<file path="config.mk">
export PLATFORM = sky130hd
export DESIGN_NAME = mem_lsu
export DESIGN_NICKNAME = d
export VERILOG_FILES = /design/src/rtl/lsu_pkg.sv /design/src/rtl/lsu_align.sv /design/src/rtl/mem_lsu.sv
export SDC_FILE = /design/constraint.sdc
export NUM_CORES = 1
export LEC_CHECK = 0
export BUFFER_PORTS_ARGS = -buffer_cell sky130_fd_sc_hd__buf_2
export CAP_MARGIN = 20
export CELL_PAD_IN_SITES_DETAIL_PLACEMENT = 0
export CELL_PAD_IN_SITES_GLOBAL_PLACEMENT = 2
export CORE_MARGIN = 2
export CORE_UTILIZATION = 28
export CTS_BUF_LIST = sky130_fd_sc_hd__clkbuf_16
export DETAILED_ROUTE_END_ITERATION = 8
export PLACE_DENSITY = 0.88
export SYNTH_ARGS = -nofsm -noshare
export SYNTH_HDL_FRONTEND = slang
export SYNTH_SLANG_ARGS = --single-unit
</file>
<file path="constraint.sdc">
create_clock -name clk -period 2.35 [get_ports clk]
set_input_delay 0.47 -clock clk [delete_from_list [all_inputs] [get_ports clk]]
set_output_delay 0.47 -clock clk [all_outputs]
set_load 0.02 [all_outputs]
</file>
<file path="src/rtl/lsu_pkg.sv">
// Shared types and helpers for the load/store unit.
package lsu_pkg;

    localparam int unsigned MEM_WORDS_DEF = 1024;

    typedef enum logic [1:0] {
        SZ_BYTE = 2'd0,
        SZ_HALF = 2'd1,
        SZ_WORD = 2'd2
    } size_t;

    typedef enum logic [1:0] {
        IDLE   = 2'd0,
        ACCESS = 2'd1,
        WAIT   = 2'd2,
        RESP   = 2'd3
    } state_t;

    // Size code 3 has no access width, so it is treated as misaligned too.
    function automatic logic misaligned(input logic [1:0] size, input logic [1:0] addr_lo);
        logic bad;
        bad = 1'b1;
        case (size)
            SZ_BYTE: bad = 1'b0;
            SZ_HALF: bad = addr_lo[0];
            SZ_WORD: bad = |addr_lo;
            default: bad = 1'b1;
        endcase
        return bad;
    endfunction

endpackage

</file>
<file path="src/rtl/lsu_align.sv">
// Byte-lane steering: store mask/replication and load extract/extension.
module lsu_align
    import lsu_pkg::*;
(
    input  logic [1:0]  size_i,
    input  logic [1:0]  addr_lo_i,
    input  logic        unsigned_i,
    input  logic [31:0] wdata_i,
    input  logic [31:0] rdata_i,
    output logic [3:0]  mask_o,
    output logic [31:0] lane_data_o,
    output logic [31:0] ext_data_o
);

    logic [7:0]  byte_lane;
    logic [15:0] half_lane;

    // Decode lane mask, replicate store data and extend the selected load lane.
    always_comb begin
        mask_o      = 4'b0000;
        lane_data_o = 32'h0;
        ext_data_o  = 32'h0;
        byte_lane   = rdata_i[{addr_lo_i, 3'b000} +: 8];
        half_lane   = rdata_i[{addr_lo_i[1], 4'b0000} +: 16];
        case (size_i)
            SZ_BYTE: begin
                mask_o      = 4'b0001 << addr_lo_i;
                lane_data_o = {4{wdata_i[7:0]}};
                ext_data_o  = unsigned_i ? {24'h0, byte_lane}
                                         : {{24{byte_lane[7]}}, byte_lane};
            end
            SZ_HALF: begin
                mask_o      = 4'b0011 << {addr_lo_i[1], 1'b0};
                lane_data_o = {2{wdata_i[15:0]}};
                ext_data_o  = unsigned_i ? {16'h0, half_lane}
                                         : {{16{half_lane[15]}}, half_lane};
            end
            SZ_WORD: begin
                mask_o      = 4'b1111;
                lane_data_o = wdata_i;
                ext_data_o  = rdata_i;
            end
            default: ;
        endcase
    end

endmodule

</file>
<file path="src/rtl/mem_lsu.sv">
// Load/store unit in front of a byte-masked, 1-cycle-read word memory.
//
// state  | meaning
// IDLE   | ready for a request; checks and latches it on handshake
// ACCESS | address (and store mask/data) presented to memory
// WAIT   | load data returns; lane extracted and extended
// RESP   | response held until the consumer takes it
module mem_lsu
    import lsu_pkg::*;
#(
    parameter int unsigned MEM_WORDS = MEM_WORDS_DEF
) (
    input  logic        clk,
    input  logic        reset_i,
    input  logic        req_valid_i,
    output logic        req_ready_o,
    input  logic        req_we_i,
    input  logic [1:0]  req_size_i,
    input  logic        req_unsigned_i,
    input  logic [31:0] req_addr_i,
    input  logic [31:0] req_wdata_i,
    output logic        rsp_valid_o,
    input  logic        rsp_ready_i,
    output logic [31:0] rsp_rdata_o,
    output logic        rsp_err_o,
    output logic [31:0] mem_addr_o,
    output logic        mem_we_o,
    output logic [3:0]  mem_wr_mask_o,
    output logic [31:0] mem_data_o,
    input  logic [31:0] mem_data_i
);

    state_t      state_q, state_d;
    logic        we_q, we_d;
    logic [1:0]  size_q, size_d;
    logic        uns_q, uns_d;
    logic [1:0]  addr_lo_q, addr_lo_d;
    logic [31:0] mem_addr_q, mem_addr_d;
    logic        mem_we_q, mem_we_d;
    logic [3:0]  mem_mask_q, mem_mask_d;
    logic [31:0] mem_data_q, mem_data_d;
    logic        rsp_valid_q, rsp_valid_d;
    logic [31:0] rsp_rdata_q, rsp_rdata_d;
    logic        rsp_err_q, rsp_err_d;

    logic        idle;
    logic        req_bad;
    logic [3:0]  al_mask;
    logic [31:0] al_wdata;
    logic [31:0] al_rdata;

    assign idle = (state_q == IDLE);

    // One aligner serves both directions: the store path only needs it in IDLE
    // (live request fields), the load path only in WAIT (latched fields).
    lsu_align u_align (
        .size_i      (idle ? req_size_i : size_q),
        .addr_lo_i   (idle ? req_addr_i[1:0] : addr_lo_q),
        .unsigned_i  (uns_q),
        .wdata_i     (req_wdata_i),
        .rdata_i     (mem_data_i),
        .mask_o      (al_mask),
        .lane_data_o (al_wdata),
        .ext_data_o  (al_rdata)
    );

    // Request legality: bad size/alignment or word index past the memory.
    always_comb begin
        req_bad = misaligned(req_size_i, req_addr_i[1:0])
                | ({2'b00, req_addr_i[31:2]} >= MEM_WORDS);
    end

    // Next-state and registered-output computation.
    always_comb begin
        state_d     = state_q;
        we_d        = we_q;
        size_d      = size_q;
        uns_d       = uns_q;
        addr_lo_d   = addr_lo_q;
        mem_addr_d  = mem_addr_q;
        mem_we_d    = 1'b0;
        mem_mask_d  = 4'b0000;
        mem_data_d  = mem_data_q;
        rsp_valid_d = rsp_valid_q;
        rsp_rdata_d = rsp_rdata_q;
        rsp_err_d   = rsp_err_q;
        case (state_q)
            IDLE: begin
                if (req_valid_i) begin
                    we_d        = req_we_i;
                    size_d      = req_size_i;
                    uns_d       = req_unsigned_i;
                    addr_lo_d   = req_addr_i[1:0];
                    rsp_rdata_d = 32'h0;
                    rsp_err_d   = 1'b0;
                    if (req_bad) begin
                        rsp_valid_d = 1'b1;
                        rsp_err_d   = 1'b1;
                        state_d     = RESP;
                    end else begin
                        mem_addr_d = {2'b00, req_addr_i[31:2]};
                        if (req_we_i) begin
                            mem_we_d   = 1'b1;
                            mem_mask_d = al_mask;
                            mem_data_d = al_wdata;
                        end
                        state_d = ACCESS;
                    end
                end
            end
            ACCESS: begin
                if (we_q) begin
                    rsp_valid_d = 1'b1;
                    state_d     = RESP;
                end else begin
                    state_d = WAIT;
                end
            end
            WAIT: begin
                rsp_rdata_d = al_rdata;
                rsp_valid_d = 1'b1;
                state_d     = RESP;
            end
            RESP: begin
                if (rsp_ready_i) begin
                    rsp_valid_d = 1'b0;
                    state_d     = IDLE;
                end
            end
            default: state_d = IDLE;
        endcase
    end

    // State and output registers with synchronous reset.
    always_ff @(posedge clk) begin
        if (reset_i) begin
            state_q     <= IDLE;
            we_q        <= 1'b0;
            size_q      <= 2'b00;
            uns_q       <= 1'b0;
            addr_lo_q   <= 2'b00;
            mem_addr_q  <= 32'h0;
            mem_we_q    <= 1'b0;
            mem_mask_q  <= 4'b0000;
            mem_data_q  <= 32'h0;
            rsp_valid_q <= 1'b0;
            rsp_rdata_q <= 32'h0;
            rsp_err_q   <= 1'b0;
        end else begin
            state_q     <= state_d;
            we_q        <= we_d;
            size_q      <= size_d;
            uns_q       <= uns_d;
            addr_lo_q   <= addr_lo_d;
            mem_addr_q  <= mem_addr_d;
            mem_we_q    <= mem_we_d;
            mem_mask_q  <= mem_mask_d;
            mem_data_q  <= mem_data_d;
            rsp_valid_q <= rsp_valid_d;
            rsp_rdata_q <= rsp_rdata_d;
            rsp_err_q   <= rsp_err_d;
        end
    end

    assign req_ready_o   = idle;
    assign rsp_valid_o   = rsp_valid_q;
    assign rsp_rdata_o   = rsp_rdata_q;
    assign rsp_err_o     = rsp_err_q;
    assign mem_addr_o    = mem_addr_q;
    assign mem_we_o      = mem_we_q;
    assign mem_wr_mask_o = mem_mask_q;
    assign mem_data_o    = mem_data_q;

endmodule

</file>
==> impl_metrics.tcl, run 1 <==
set metrics [dict create \
    rows 48 \
    routed_wl_um 16400 \
    vdd_ir_drop_max_v 0.000678 \
    synth_top_area_share 0.441 \
    crit_path_max_fanout 16 \
    hold_class "in2reg" \
    initial_core_util 0.286 \
    tightest_slew_ns 0.590 \
    stdcell_area_mm2 0.00654 \
    drive_above_1_share 0.390 \
    slew_violations 0 \
    grt_start_max_net_pins 65 \
    finalCritPeriodShare 0.948 \
    clockBufferDepth 2 \
    insertion_delay_ns 0.35 \
    cp_top_family "compound AO/OA/AOI/OAI gates" \
    cp.required_ns 2.56 \
    path_cells "inv_1, ha_2, buf_4, inv_2, o41ai_1, nor3b_4, a21oi_4, buf_12, a221oi_1" \
    grt_pass1_wl_um 25000 \
    core_mm2 0.0173 \
    dp.cells 914 \
    ys_top_cells_by_count "dfxtp_1, nand2_1, nor2_1, a22oi_1" \
    dpl_cell_area_mm2 0.00624 \
    clock-skew-final_ns 0.00830 \
    syn_inst 511 \
    maxCapViolCount 0 \
    clk_pin_slew_worst_paths_ns 0.08 \
    yosys.area.top_type "dfxtp_1" \
    synth_edf_count 0 \
    cp_slowest_cell "o41ai_1" \
    finalSetupViolCount 0 \
    ys_seq_elements 109 \
    start_kind "register" \
    ctsRootBufferMaster "clkbuf_16" \
    syn2layout_area_growth_pct 32.2 \
    synthFlopType "dfxtp_1" \
    vias 4832 \
    synth_area_leaders "dfxtp_1, a222oi_1, a22oi_1" \
    fin_crit_ns 2.23 \
    syn_area_mm2 0.00494 \
    portBuffers 205 \
    ant_nets 0 \
    synth-async-reset-ratio 0 \
    critPathMaxStageDelay_ns 0.53 \
    via_per_inst 5.19 \
    post_cts_buffers 0 \
    finish.net_count 808 \
    hold_violations 0 \
    fp.dieH_um 137 \
    pre_cts_ws_ns 0.00692 \
    postLayoutCoreUtil 0.378 \
    synth_area_per_cell_um2 9.68 \
    power.density_mw_per_mm2 1000 \
    finalSetupTns_ns 0 \
    endpoint_kind "register" \
    max_freq_ghz 0.449 \
    synth.most_common_cell "dfxtp_1" \
    yosysWarnings 0 \
    p_leak_nw 2.73 \
    die-area_mm2 0.0187 \
    cts_tree "built" \
    grt_pass1_vias 4698 \
    cts_buffers 9 \
    dp_hpwl_um 12100 \
    hold_buffers 0 \
    drt_iter0_drc 361 \
    first_pass_iters 6 \
    crit_arrival_ns 2.43 \
    path_class "reg2reg" \
    wire_per_inst_um 17.7 \
    seq_area_frac_synth 0.441 \
    die_x_um 137 \
    instances_no_fill 931 \
    drc 0 \
    timing.final.ws_setup_ns 0.123 \
    grt_antenna_before_repair 0 \
    clock-sinks 109 \
    path_buf_inv 4 \
    max_slew_margin 0.606 \
    overflow 0 \
    place_congestion 0.830 \
    status "complete, no violations" \
    yosysUniqueCellTypes 52 \
    htree_levels 3 \
    pin_count 208 \
    grt_usage 0.171 \
]
power breakdown:
part / switching (mW) / internal, mW / leakage, nW / total [mW]
Clock: 0.754 / 0.738 / 0.135 / 1.49
Combinational: 1.79 / 1.16 / 1.71 / 2.96
Sequential: 0.121 / 1.99 / 0.881 / 2.11
Total: 2.67 / 3.89 / 2.73 / 6.56
layer usage:
metal | track usage | routed length [um]
met1 | 0.223 | 6960
met2 | 0.280 | 7930
met3 | 0.0359 | 1270
met4 | 0.0613 | 283
met5 | 0 | 0
sequential cells by signal, summed over array words and instances, names as in the netlist:
name,count
addr_lo_q,2
mem_addr_o,30
mem_data_o,32
mem_we_o,1
mem_wr_mask_o,4
rsp_err_o,1
rsp_rdata_o,32
rsp_valid_o,1
size_q,2
state_q,2
uns_q,1
we_q,1
through the flow:
stage / hold WS (ns) / power [mW]
floorplan: 0.436 / 4.16
global placement: 0.436 / 5.04
detailed placement: 0.439 / 5.10
CTS: 0.345 / 6.61
global route: 0.356 / 6.96
finish: 0.363 / 6.56
cell families (layout without fill, tap and decap cells):
group,after synthesis,in the layout,share of synthesized area
adder cells (fa/ha/maj),4,4,0.0101
AND/OR/NAND/NOR,161,161,0.153
flip-flops,109,109,0.441
multiplexers,30,30,0.0822
XOR/XNOR,1,1,0.00177
AO/OA/AOI/OAI,147,147,0.254
buffers and inverters,58,251,0.0572
other,1,3,0.000758
final timing paths:
| kind | depth (start not counted) | slack (ns) | to | startpoint |
|---|---|---|---|---|
| worst max-delay path | 9 | 0.12 | rsp_rdata_o[19] | state_q[0] |
| worst min-delay path | 3 | 0.36 | mem_addr_o[4] | req_addr_i[6] |
| worst max register to register | 9 | 0.12 | rsp_rdata_o[19] | state_q[0] |
| worst min register to register | 2 | 0.46 | uns_q | uns_q |
placed cells by master (no fill, tap or decap), types with 2 or more instances in the layout:
cell type	instances
mux2i_1	20
buf_4	18
clkinv_4	2
clkbuf_16	9
a221oi_2	10
conb_1	2
nor4_1	5
a31oi_1	3
o211ai_1	3
o22ai_1	3
inv_1	8
nor3b_1	5
nand2_1	58
nand3_1	3
nand3b_1	3
a222oi_1	24
a22oi_1	32
a221oi_1	23
nor2_1	49
nand2b_1	2
a21oi_4	2
buf_12	4
mux4_2	6
a211oi_1	24
nor3_1	4
o21bai_1	2
and2_1	21
dfxtp_1	107
mux2_2	2
buf_2	204
ha_1	3
clkinvlp_4	2
dfxtp_2	2
a21oi_1	13
inv_8	2
layout make-up:
| type | instances | area [um^2] |
|---|---|---|
| tap | 225 | 282 |
| multi-input combinational | 345 | 2510 |
| sequential | 109 | 2180 |
| fill | 1799 | 10800 |
| inverter | 9 | 33.8 |
| timing repair buffer | 226 | 1240 |
| clock inverter | 7 | 60.1 |
| antenna | 1 | 2.50 |
| clock buffer | 9 | 225 |
worst reg2reg max path: stages (launching register included):
cell and delay, ns:
dfxtp_2 0.34, inv_1 0.10, ha_2 0.27, buf_4 0.19, inv_2 0.10, o41ai_1 0.53, nor3b_4 0.12, a21oi_4 0.17
buf_12 0.18, a221oi_1 0.10
timing repair:
action                                  4_1_cts  5_1_grt
endpoints found under the setup margin        5       63
gates resized for setup                       1        5
pin swaps                                     0        1
Note: power is estimated with default switching activity, not from simulation.
==> run 2, diff against run 1 <==
--- a/config.mk
+++ b/config.mk
@@ -10,10 +10,11 @@
 export CELL_PAD_IN_SITES_DETAIL_PLACEMENT = 0
 export CELL_PAD_IN_SITES_GLOBAL_PLACEMENT = 2
 export CORE_MARGIN = 2
-export CORE_UTILIZATION = 28
+export CORE_UTILIZATION = 27
 export CTS_BUF_LIST = sky130_fd_sc_hd__clkbuf_16
 export DETAILED_ROUTE_END_ITERATION = 8
-export PLACE_DENSITY = 0.88
+export PLACE_DENSITY = 0.86
 export SYNTH_ARGS = -nofsm -noshare
 export SYNTH_HDL_FRONTEND = slang
+export SYNTH_HIERARCHICAL = 1
 export SYNTH_SLANG_ARGS = --single-unit
==> impl_metrics.tcl, run 2 <==
set metrics [dict create \
    power_mw 7.30 \
    postLayoutCoreUtil 0.372 \
    grt_start_max_net_pins 40 \
    rsz0062_at_grt "yes" \
    clock-sinks 109 \
    final_common_cell "buf_2" \
    pre_cts_ws_ns -0.0532 \
    ctsRootBufferMaster "clkbuf_16" \
    portBuffers 205 \
    crit_path_max_fanout 8 \
    path_class "reg2reg" \
    hold_violations 0 \
    yosysWarnings 6 \
    synth_edf_count 0 \
    pin_count 208 \
    routed_wl_um 19100 \
    syn2layout_area_growth_pct 35.2 \
    htree_levels 3 \
    grt_pass1_wl_um 29400 \
    tightest_slew_ns 0.579 \
    dp_hpwl_um 13500 \
    hold_buffers 0 \
    seq_area_frac_synth 0.406 \
    finish.net_count 936 \
    vdd_ir_drop_max_v 0.000386 \
    crit_top_cell "clkbuf_16" \
    pwr-share-comb 0.507 \
    fp.dieH_um 145 \
    critPathMaxStageDelay_ns 0.34 \
    finalCritPeriodShare 0.982 \
    die_x_um 145 \
    vias 5437 \
    place_congestion 0.845 \
    synth_top_area_share 0.406 \
    stdcell_area_mm2 0.00727 \
    switchingPower_mw 2.94 \
    cts_tree "built" \
    ys_seq_elements 109 \
    p_int_mw 4.36 \
    synthFlopType "dfxtp_1" \
    die-area_mm2 0.0211 \
    synth_area_per_cell_um2 8.56 \
    hold_slack_ns 0.358 \
    cp_slowest_cell "mux2_4" \
    max_slew_margin 0.613 \
    start_kind "register" \
    wire_per_inst_um 17.4 \
    cp.depth 11 \
    clk_pin_slew_worst_paths_ns 0.08 \
    drive_above_1_share 0.384 \
    cp_top_family "buffers and inverters" \
    instances_no_fill 1100 \
    layout_common_cells "buf_2, dfxtp_1, a21oi_1, o21ai_1, nand4_1" \
    endpoint_kind "register" \
    power.density_mw_per_mm2 1000 \
    drt_iter0_drc 373 \
    yosysUniqueCellTypes 53 \
    whs_path_depth 3 \
    slew_violations 0 \
    grt_antenna_before_repair 2 \
    synth.most_common_cell "dfxtp_1" \
    syn_area_mm2 0.00538 \
    synth_area_leaders "dfxtp_1, a21oi_1, a22oi_1" \
    path_cells "inv_2, ha_4, mux2_4, buf_12, nor2b_4, clkbuf_16, a32oi_4, clkbuf_16, nand3_2, a22oi_1, nor2_1" \
    insertion_delay_ns 0.36 \
    clockPowerShare 0.202 \
    ant_nets 0 \
    grt_pass1_vias 5287 \
    via_per_inst 4.94 \
    cts_buffers 9 \
    dpl_cell_area_mm2 0.00676 \
    rows 51 \
    overflow 0 \
    reg2regPathDepth 11 \
    yosys.area.top_type "dfxtp_1" \
    switching_share 0.403 \
    syn_inst 628 \
    p_seq_frac 0.291 \
    fin_crit_ns 2.31 \
    grt_usage 0.174 \
    cp.required_ns 2.60 \
    path_buf_inv 4 \
    clockBufferDepth 2 \
    finalSetupViolCount 0 \
    first_pass_iters 6 \
    nFillCells 2119 \
    p_leak_nw 3.25 \
    drc 0 \
    status "complete, no violations" \
    ys_top_cells_by_count "dfxtp_1, a21oi_1, o21ai_1, nand4_1, a22oi_1" \
    max_freq_ghz 0.433 \
    synth-async-reset-ratio 0 \
    maxCapViolCount 0 \
    dp.cells 1070 \
    crit_arrival_ns 2.56 \
    core_mm2 0.0195 \
    finalSetupTns_ns 0 \
    initial_core_util 0.275 \
    hold_class "in2reg" \
    timing.final.ws_setup_ns 0.0414 \
    clock-skew-final_ns 0.00924 \
]
==> run 2: cell count changes after synthesis, sizes merged, moves of 23 or more <==
cell    delta
a222oi    -24
a21oi     +56
a221oi    -33
nand2     -23
a211oi    -23
o21ai     +68
nand4     +44
==> run 2: final timing paths <==
kind                                      from  slack (ns)               to
worst max-delay path                state_q[0]        0.04  rsp_rdata_o[24]
worst min-delay path            req_unsigned_i        0.36            uns_q
worst max register to register      state_q[0]        0.04  rsp_rdata_o[24]
worst min register to register    addr_lo_q[0]        0.45     addr_lo_q[0]
==> run 2: cells by family (layout without fill, tap and decap cells) <==
| logic type | Yosys count | in the layout | share of synthesized area |
|---|---|---|---|
| compound gates | 217 | 217 | 0.249 |
| buf+inv | 80 | 284 | 0.0780 |
| fa+ha+maj | 4 | 4 | 0.00931 |
| mux | 16 | 16 | 0.0340 |
| flops | 109 | 109 | 0.406 |
| simple gates | 201 | 201 | 0.223 |
| other cells | 1 | 4 | 0.000697 |
==> run 2: cell type report <==
class	instances	area [um^2]	share of cell area
Antenna cell	2	5.00	0.000689
Clock buffer	9	225	0.0310
Clock inverter	7	45.0	0.00620
Inverter	15	56.3	0.00775
Multi-Input combinational cell	440	2880	0.396
Sequential cell	109	2180	0.301
Tap cell	265	332	0.0456
Timing Repair Buffer	253	1540	0.212
==> run 2: repair_timing <==
| action | in CTS | in global routing |
|---|---|---|
| pin swaps | 0 | 7 |
| resized for setup | 3 | 22 |
| gates cloned | 0 | 2 |
| setup buffers | 0 | 10 |
| endpoints found under the setup margin | 11 | 32 |
==> run 2: power by group through the flow <==
stage               Clock (mW)  Sequential, mW  Combinational (mW)
global route              1.59            2.14                4.01
detailed placement           0            2.16                3.30
finish                    1.47            2.13                3.70
global placement             0            2.16                3.29
CTS                       1.52            2.12                3.34
floorplan                    0            2.31                2.13
==> run 2: per-layer routing <==
layer,vias up,GRT usage,wire (um)
met4,0,0.0436,177
met1,2555,0.228,8540
li1,2672,-,-
met3,11,0.0497,1460
met5,-,0,0
met2,199,0.280,8950
==> run 2: worst min-delay path, cell delays in order <==
cell and delay, ns:
buf_2 0.10, nand2_1 0.05, a21oi_1 0.05
==> run 3, diff against run 2 <==
--- a/config.mk
+++ b/config.mk
@@ -14,6 +14,7 @@
 export CTS_BUF_LIST = sky130_fd_sc_hd__clkbuf_16
 export DETAILED_ROUTE_END_ITERATION = 8
 export PLACE_DENSITY = 0.86
+export RECOVER_POWER = 100
 export SYNTH_ARGS = -nofsm -noshare
 export SYNTH_HDL_FRONTEND = slang
 export SYNTH_HIERARCHICAL = 1
==> impl_metrics.tcl, run 3 (synthesis results as in run 2) <==
set metrics [dict create \
    status "complete, no violations" \
    crit_path_max_fanout 8 \
    overflow 0 \
    grt_usage 0.174 \
    drt_iter0_drc 327 \
    p_leak_nw 2.81 \
    max_freq_ghz 0.435 \
    ctsRootBufferMaster "clkbuf_16" \
    rows 51 \
    syn2layout_area_growth_pct 32.8 \
    drive_above_1_share 0.262 \
    nFillCells 2165 \
    clockBufferDepth 2 \
    tightest_slew_ns 0.580 \
    crit_arrival_ns 2.55 \
    first_pass_iters 5 \
    insertion_delay_ns 0.36 \
    pre_cts_ws_ns -0.0532 \
    drc 0 \
    finalSetupViolCount 0 \
    path_class "reg2reg" \
    vias 5462 \
    fp.dieH_um 145 \
    htree_levels 3 \
    routed_wl_um 19200 \
    finalSetupTns_ns 0 \
    clock-sinks 109 \
    clk_pin_slew_worst_paths_ns 0.08 \
    clock-skew-final_ns 0.0108 \
    power.density_mw_per_mm2 1020 \
    wire_per_inst_um 17.4 \
    layout_common_cells "dfxtp_1, buf_2, clkbuf_1, a21oi_1, o21ai_1" \
    hold_violations 0 \
    core_mm2 0.0195 \
    finalCritPeriodShare 0.979 \
    ant_nets 0 \
    portBuffers 205 \
    grt_start_max_net_pins 40 \
    finish.net_count 936 \
    slew_violations 0 \
    endpoint_kind "register" \
    fin_crit_ns 2.30 \
    initial_core_util 0.275 \
    via_per_inst 4.97 \
    maxCapViolCount 0 \
    ff_latch_area_mm2 0.00218 \
    dp_hpwl_um 13500 \
    cp.required_ns 2.60 \
    die_x_um 145 \
    multi_input_area_mm2 0.00288 \
    die-area_mm2 0.0211 \
    pin_count 208 \
    cts_tree "built" \
    timing.final.ws_setup_ns 0.0498 \
    max_slew_margin 0.612 \
    final_common_cell "dfxtp_1" \
    cts_buffers 9 \
    hold_class "in2reg" \
    vdd_ir_drop_max_v 0.000385 \
    place_congestion 0.845 \
    rsz0062_at_grt "yes" \
    grt_antenna_before_repair 2 \
    power_mw 7.27 \
    grt_pass1_wl_um 29400 \
    grt_pass1_vias 5287 \
    start_kind "register" \
]
==> run 3: changes by cell type in the layout (fill, tap and decap cells not counted), sizes merged <==
cell,previous run,this run
buf,250,148
clkbuf,12,114
==> run 3: through the flow <==
step                      utilization  std cells  area [um^2]  hold WS, ns
after floorplan                     -        629         5400        0.434
after global placement          0.346       1070         6760        0.438
after detailed placement        0.346       1070         6760        0.438
after CTS                       0.361       1086         7050        0.343
after global routing            0.365       1099         7140        0.356
final                           0.366       1100         7140        0.360
==> run 3: worst max-delay path, stage by stage (launching register included) <==
cell and delay (ns):
dfxtp_2 0.33, inv_2 0.07, ha_4 0.16, mux2_4 0.34
buf_12 0.15, nor2b_4 0.12, clkbuf_16 0.15, a32oi_4 0.32
clkbuf_16 0.23, nand3_2 0.08, a22oi_1 0.19, nor2_1 0.05
==> run 3: per-layer routing <==
| layer | wire length (um) | track usage | up-vias |
|---|---|---|---|
| met5 | 0 | 0 | - |
| met4 | 179 | 0.0436 | 0 |
| met3 | 1520 | 0.0497 | 11 |
| met2 | 8930 | 0.280 | 198 |
| met1 | 8530 | 0.228 | 2582 |
| li1 | - | - | 2671 |
==> run 3: final cells by class <==
type	instances	area share
timing repair buffer	253	0.198
antenna	2	0.000701
sequential	109	0.306
inverter	15	0.00789
clock buffer	9	0.0316
clock inverter	7	0.00631
multi-input combinational	440	0.403
tap	265	0.0465
==> run 3: worst paths after layout <==
path | from | end | cells past startpoint | slack (ns)
max | state_q[0] | rsp_rdata_o[24] | 11 | 0.05
min | req_unsigned_i | uns_q | 3 | 0.36
max reg2reg | state_q[0] | rsp_rdata_o[24] | 11 | 0.05
min reg2reg | addr_lo_q[0] | addr_lo_q[0] | 2 | 0.45
==> run 3: power by group <==
group | total [mW] | leakage [nW] | switching, mW | internal [mW]
Clock | 1.48 | 0.138 | 0.752 | 0.724
Sequential | 2.13 | 0.882 | 0.109 | 2.02
Combinational | 3.66 | 1.79 | 2.09 | 1.57
Total | 7.27 | 2.81 | 2.95 | 4.32
==> run 3: timing repair <==
| item | CTS | global route |
|---|---|---|
| setup buffers | 0 | 10 |
| hold buffers | 0 | 0 |
| pin swaps | 0 | 7 |
| endpoints found under the setup margin | 11 | 32 |
| cloned | 0 | 2 |
| resized for setup | 3 | 22 |
